==> config.mk <==
export PLATFORM = sky130hd
export DESIGN_NAME = fifo_destino
export DESIGN_NICKNAME = d
export VERILOG_FILES = /design/src/rtl/fifo_destino_pkg.sv /design/src/rtl/fifo_destino_memoria_dual.sv /design/src/rtl/fifo_destino.sv
export SDC_FILE = /design/constraint.sdc
export NUM_CORES = 1
export LEC_CHECK = 0
export ABC_CLOCK_PERIOD_IN_PS = 4100
export BUFFER_PORTS_ARGS = -buffer_cell sky130_fd_sc_hd__buf_2
export CORE_MARGIN = 5
export CORE_UTILIZATION = 36
export DETAILED_ROUTE_END_ITERATION = 10
export GPL_ROUTABILITY_DRIVEN = 0
export PLACE_DENSITY = 0.56
export SYNTH_ARGS = -nofsm -noshare
export SYNTH_HDL_FRONTEND = slang
export SYNTH_HIERARCHICAL = 1
export SYNTH_SLANG_ARGS = --single-unit
==> constraint.sdc <==
create_clock -name clk -period 4.1 [get_ports clk]
set_input_delay 0 -clock clk [delete_from_list [all_inputs] [get_ports clk]]
set_output_delay 0 -clock clk [all_outputs]
set_load 0.01 [all_outputs]
==> src/rtl/fifo_destino_pkg.sv <==
// Shared defaults and helpers for the destination FIFO and its register file.
package fifo_destino_pkg;

  localparam int DEF_DATA_WIDTH = 6;
  localparam int DEF_ADDR_WIDTH = 3;
  localparam int DEF_AF_THRESH  = 6;
  localparam int DEF_AE_THRESH  = 2;

  // What the FIFO does to its occupancy on a given edge.
  typedef enum logic [1:0] {
    OP_IDLE  = 2'b00,
    OP_READ  = 2'b01,
    OP_WRITE = 2'b10,
    OP_BOTH  = 2'b11
  } fifo_op_t;

  // Classify the accepted write/read pair into an occupancy operation.
  function automatic fifo_op_t classify_op(input logic wr_acc, input logic rd_acc);
    return fifo_op_t'({wr_acc, rd_acc});
  endfunction

endpackage

==> src/rtl/fifo_destino_memoria_dual.sv <==
// DEPTH x DATA_WIDTH register file: one synchronous write port and one
// synchronous read port whose output register clears on reset and holds
// its value when no read is issued.
module memoria_dual #(
  parameter int DATA_WIDTH = 6,
  parameter int ADDR_WIDTH = 3
) (
  input  logic                  clk,
  input  logic                  reset,
  input  logic                  wr_en,
  input  logic [ADDR_WIDTH-1:0] wr_addr,
  input  logic [DATA_WIDTH-1:0] wr_data,
  input  logic                  rd_en,
  input  logic [ADDR_WIDTH-1:0] rd_addr,
  output logic [DATA_WIDTH-1:0] rd_data
);

  localparam int DEPTH = 2 ** ADDR_WIDTH;

  logic [DATA_WIDTH-1:0] mem [DEPTH];
  logic [DATA_WIDTH-1:0] rd_data_reg;

  // Storage array: no reset so it maps onto RAM resources.
  always_ff @(posedge clk) begin
    if (wr_en) begin
      mem[wr_addr] <= wr_data;
    end
  end

  // Registered read port; output holds between reads.
  always_ff @(posedge clk or posedge reset) begin
    if (reset) begin
      rd_data_reg <= '0;
    end else if (rd_en) begin
      rd_data_reg <= mem[rd_addr];
    end
  end

  assign rd_data = rd_data_reg;

endmodule

==> src/rtl/fifo_destino.sv <==
// Destination FIFO behind the routing arbiter: buffers words, raises pause
// for back-pressure, exposes status flags and a one-cycle-latency pop port,
// and latches a sticky error on overflow or underflow.
module fifo_destino
  import fifo_destino_pkg::*;
#(
  parameter int DATA_WIDTH = DEF_DATA_WIDTH,
  parameter int ADDR_WIDTH = DEF_ADDR_WIDTH,
  parameter int AF_THRESH  = DEF_AF_THRESH,
  parameter int AE_THRESH  = DEF_AE_THRESH
) (
  input  logic                  clk,
  input  logic                  reset,
  input  logic [DATA_WIDTH-1:0] data_in,
  input  logic                  push,
  input  logic                  pop,
  output logic [DATA_WIDTH-1:0] data_out,
  output logic                  valid_out,
  output logic                  pause,
  output logic                  full,
  output logic                  empty,
  output logic                  almost_empty,
  output logic                  error
);

  localparam int DEPTH = 2 ** ADDR_WIDTH;
  localparam int CW    = ADDR_WIDTH + 1;

  logic [ADDR_WIDTH-1:0] wr_ptr_reg;
  logic [ADDR_WIDTH-1:0] rd_ptr_reg;
  logic [CW-1:0]         count_reg;
  logic                  valid_reg;
  logic                  error_reg;

  logic     wr_acc;
  logic     rd_acc;
  logic     fault;
  fifo_op_t op;

  // Flags are pure decodes of the registered occupancy.
  assign full         = (count_reg == CW'(DEPTH));
  assign empty        = (count_reg == '0);
  assign almost_empty = (count_reg <= CW'(AE_THRESH));
  assign pause        = (count_reg >= CW'(AF_THRESH));

  // Acceptance uses pre-edge flags: a full FIFO rejects a write even if a
  // read frees a slot this same edge, and an empty FIFO never bypasses.
  assign wr_acc = push && !full;
  assign rd_acc = pop && !empty;
  assign fault  = (push && full) || (pop && empty);
  assign op     = classify_op(wr_acc, rd_acc);

  // Pointer, occupancy, read-valid and sticky error state.
  always_ff @(posedge clk or posedge reset) begin
    if (reset) begin
      wr_ptr_reg <= '0;
      rd_ptr_reg <= '0;
      count_reg  <= '0;
      valid_reg  <= 1'b0;
      error_reg  <= 1'b0;
    end else begin
      if (wr_acc) begin
        wr_ptr_reg <= wr_ptr_reg + ADDR_WIDTH'(1);
      end
      if (rd_acc) begin
        rd_ptr_reg <= rd_ptr_reg + ADDR_WIDTH'(1);
      end
      case (op)
        OP_WRITE: count_reg <= count_reg + CW'(1);
        OP_READ:  count_reg <= count_reg - CW'(1);
        default:  count_reg <= count_reg;
      endcase
      valid_reg <= rd_acc;
      if (fault) begin
        error_reg <= 1'b1;
      end
    end
  end

  assign valid_out = valid_reg;
  assign error     = error_reg;

  memoria_dual #(
    .DATA_WIDTH(DATA_WIDTH),
    .ADDR_WIDTH(ADDR_WIDTH)
  ) u_mem (
    .clk    (clk),
    .reset  (reset),
    .wr_en  (wr_acc),
    .wr_addr(wr_ptr_reg),
    .wr_data(data_in),
    .rd_en  (rd_acc),
    .rd_addr(rd_ptr_reg),
    .rd_data(data_out)
  );

endmodule

==> load_flow_metrics.sql <==
INSERT INTO impl_metrics (metric_group, metric, value, unit) VALUES
('status', 'run_status', 'complete, no violations', ''),
('routing', 'drt-vias-per-instance', '4.79', ''),
('worst_hold_path', 'min-delay-path-class', 'input port to register', ''),
('routing', 'route.vias.total', '1552', ''),
('sta', 'sum_of_negative_setup_slack', '0', 'ps'),
('routing', 'post_drt_wl_per_cell', '16.9', 'µm'),
('synth', 'synth-seq-area-share', '0.671', ''),
('finish', 'nets', '232', ''),
('synth', 'synth_flop_cell', 'sky130_fd_sc_hd__edfxtp_1', ''),
('synth', 'yosys.cell_count.top_type', 'sky130_fd_sc_hd__edfxtp_1', ''),
('grt', 'grtUsageMet3', '0.0368', ''),
('routing', 'drc', '0', ''),
('synth', 'synthesis.area', '2820', 'µm²'),
('floorplanning', 'die_area', '9710', 'µm²'),
('synth', 'synthDistinctLibCells', '36', ''),
('place', 'detailed_placer_s_ending_hpwl', '3560', 'µm'),
('critical_path', 'worstPathMaxFanout', '8', ''),
('sta', 'final_setup_skew', '11.7', 'ps'),
('cts', 'ctsHtreeMaxLevel', '3', ''),
('synth', 'synthesis.nets', '197', ''),
('critical_path', 'critPathArrivalTime', '2510', 'ps'),
('routing', 'drt_iter0_drc', '90', ''),
('cts', 'clk-insertion-delay-late', '340', 'ps'),
('sta', 'hold_viol_final', '0', ''),
('critical_path', 'crit_required', '4320', 'ps'),
('cts', 'cts-buffers-inserted', '9', ''),
('synth', 'postSynthRegisterBits', '66', ''),
('critical_path', 'criticalPathCategory', 'register to register', ''),
('routing', 'drtAntennaViolNets', '0', ''),
('place', 'port-buffer-count', '21', ''),
('sta', 'slew_headroom', '0.382', ''),
('grt', 'antenna_found_initial', '0', ''),
('grt', 'globalRouteOverflowTotal', '0', ''),
('finish', 'insertedDiodeCount', '0', ''),
('floorplanning', 'die_height', '98.5', 'µm'),
('synth', 'synth-edff-count', '48', ''),
('sta', 'grt_setup_unrepaired', 'false', ''),
('critical_path', 'cells_traversed_along_the_worst_timing_path', 'nor4_2, nand2b_1, inv_2, ha_1, xor2_1, ha_1, a21oi_1, xor2_1, nor2_1, xor2_1', ''),
('sta', 'fmaxAchievable', '437', 'MHz'),
('critical_path', 'worst_path_max_delay_cell', 'sky130_fd_sc_hd__dfrtp_1', ''),
('critical_path', 'setup.worst_path.end_class', 'register', ''),
('cts', 'tritoncts_clock_tree', 'yes', ''),
('finish', 'flow.area_growth_from_synthesis', '16.5', '%'),
('flow_run', 'maxCapViolations', '0', ''),
('sta', 'final_max_slew_viol_count', '0', ''),
('power_and_ir_drop', 'powerDensity', '710', 'nW/µm²'),
('grt', 'grt_busiest_layer', 'met2', ''),
('grt', 'groute.layer.met2.usage', '0.192', ''),
('synth', 'synth.top_cell.area_share', '0.511', ''),
('grt', 'first_pass_grt_wire_length', '8850', 'µm'),
('sta', 'setup_violations', '0', ''),
('cts', 'cts.root.buffer_cell', 'sky130_fd_sc_hd__clkbuf_8', ''),
('routing', 'routed_wirelength', '5480', 'µm'),
('power_and_ir_drop', 'power_leakage', '1.25', 'nW'),
('power_and_ir_drop', 'totalPowerFinal', '0.00233', 'W'),
('finish', 'final_design_area_no_fill', '3290', 'µm²'),
('grt', 'largest_net_degree_at_the_start_of_global_routing', '15', ''),
('critical_path', 'cpPeakStageDelay', '480', 'ps'),
('critical_path', 'critical_path.startpoint_type', 'register', ''),
('synth', 'synth.yosys.warnings', '6', ''),
('floorplanning', 'initial_core_util', '0.367', ''),
('floorplanning', 'placeableCoreArea', '7690', 'µm²'),
('synth', 'synth_largest_area_cell', 'sky130_fd_sc_hd__edfxtp_1', ''),
('place', 'dp_cells', '301', ''),
('finish', 'filler_cell_count', '715', ''),
('cts', 'cts.path.max_buffers', '2', ''),
('floorplanning', 'placement_rows', '32', ''),
('finish', 'largest_reg_flops', '48', ''),
('finish', 'final_layout_size_suffix_gt1_frac', '0.288', ''),
('synth', 'synth-async-reset-ratio', '0.273', ''),
('floorplanning', 'ios', '22', '');
-- cells by family after synthesis --
family / Yosys count / synth area share
AOI/OAI and AO/OA: 24 / 0.0692
xor gates and xnor gates: 9 / 0.0279
adders and majority gates: 5 / 0.0222
buffers and inverters: 11 / 0.0328
DFF: 66 / 0.671
muxes: 27 / 0.104
and+or+nand+nor: 40 / 0.0736
-- metrics by stage --
step	worst slack [ps]	hold slack, ps
6_report	1810	16.7
4_1_cts	1780	13.4
3_3_place_gp	1830	-13.9
5_1_grt	1610	22.2
2_1_floorplan	1830	-209
3_5_place_dp	1790	-16.4
-- worst max-delay path, delay by kind of cell (launching register included) --
family          cells  cell delay [ps]
simple gates        3              550
buf+inv             1               90
xor+xnor            3              460
fa+ha+maj           2              440
flops               1              480
compound gates      1              150
-- metal layers --
layer,vias up,wire length (µm)
met5,-,0
li1,751,-
met2,28,2590
met1,764,2590
met4,0,102
met3,9,198
-- area by class of cell --
| class | instances | area [µm²] | share of cell area |
|---|---|---|---|
| clock buffer | 9 | 124 | 0.0377 |
| clock inverter | 7 | 93.8 | 0.0286 |
| inverter | 5 | 21.3 | 0.00647 |
| multi-input combinational | 105 | 837 | 0.255 |
| sequential | 66 | 1890 | 0.576 |
| tap | 102 | 128 | 0.0388 |
| timing repair buffer | 30 | 190 | 0.0579 |
-- worst paths after layout --
kind                                     to         start  slack [ps]  depth (start not counted)
hold / removal                    valid_out           pop          20                          3
max in group asynchronous     rd_ptr_reg[1]         reset        3510                          3
min in group asynchronous  u_mem/rd_data[4]         reset         160                          3
hold reg to reg                       error         error         460                          1
setup / recovery               count_reg[2]  count_reg[0]        1810                         10
setup reg to reg               count_reg[2]  count_reg[0]        1810                         10
-- cell usage in the layout, fill, tap and decap left out, types with 3 or more instances in the layout --
| master | n |
|---|---|
| sky130_fd_sc_hd__xnor2_1 | 4 |
| sky130_fd_sc_hd__dlygate4sd3_1 | 7 |
| sky130_fd_sc_hd__mux2i_1 | 12 |
| sky130_fd_sc_hd__nand2b_1 | 5 |
| sky130_fd_sc_hd__edfxtp_1 | 48 |
| sky130_fd_sc_hd__o22ai_1 | 6 |
| sky130_fd_sc_hd__ha_1 | 5 |
| sky130_fd_sc_hd__nand2_1 | 15 |
| sky130_fd_sc_hd__clkbuf_8 | 9 |
| sky130_fd_sc_hd__nor2_1 | 10 |
| sky130_fd_sc_hd__a22o_1 | 6 |
| sky130_fd_sc_hd__o31ai_2 | 4 |
| sky130_fd_sc_hd__mux2_2 | 14 |
| sky130_fd_sc_hd__xor2_1 | 5 |
| sky130_fd_sc_hd__dfrtp_1 | 18 |
| sky130_fd_sc_hd__inv_1 | 3 |
| sky130_fd_sc_hd__buf_2 | 21 |
-- power breakdown --
group | switching, W | internal (W) | total, W
Combinational | 0.000374 | 0.000335 | 0.000709
Clock | 0.000252 | 0.000341 | 0.000593
Sequential | 0.000148 | 0.000884 | 0.00103
Total | 0.000774 | 0.00156 | 0.00233
-- timing repair --
item	4_1_cts	5_1_grt
endpoints found under the setup margin	0	0
setup buffers	0	0
hold buffers	7	0
hold endpoints to repair	66	0
(Power assumes the default switching activity.)
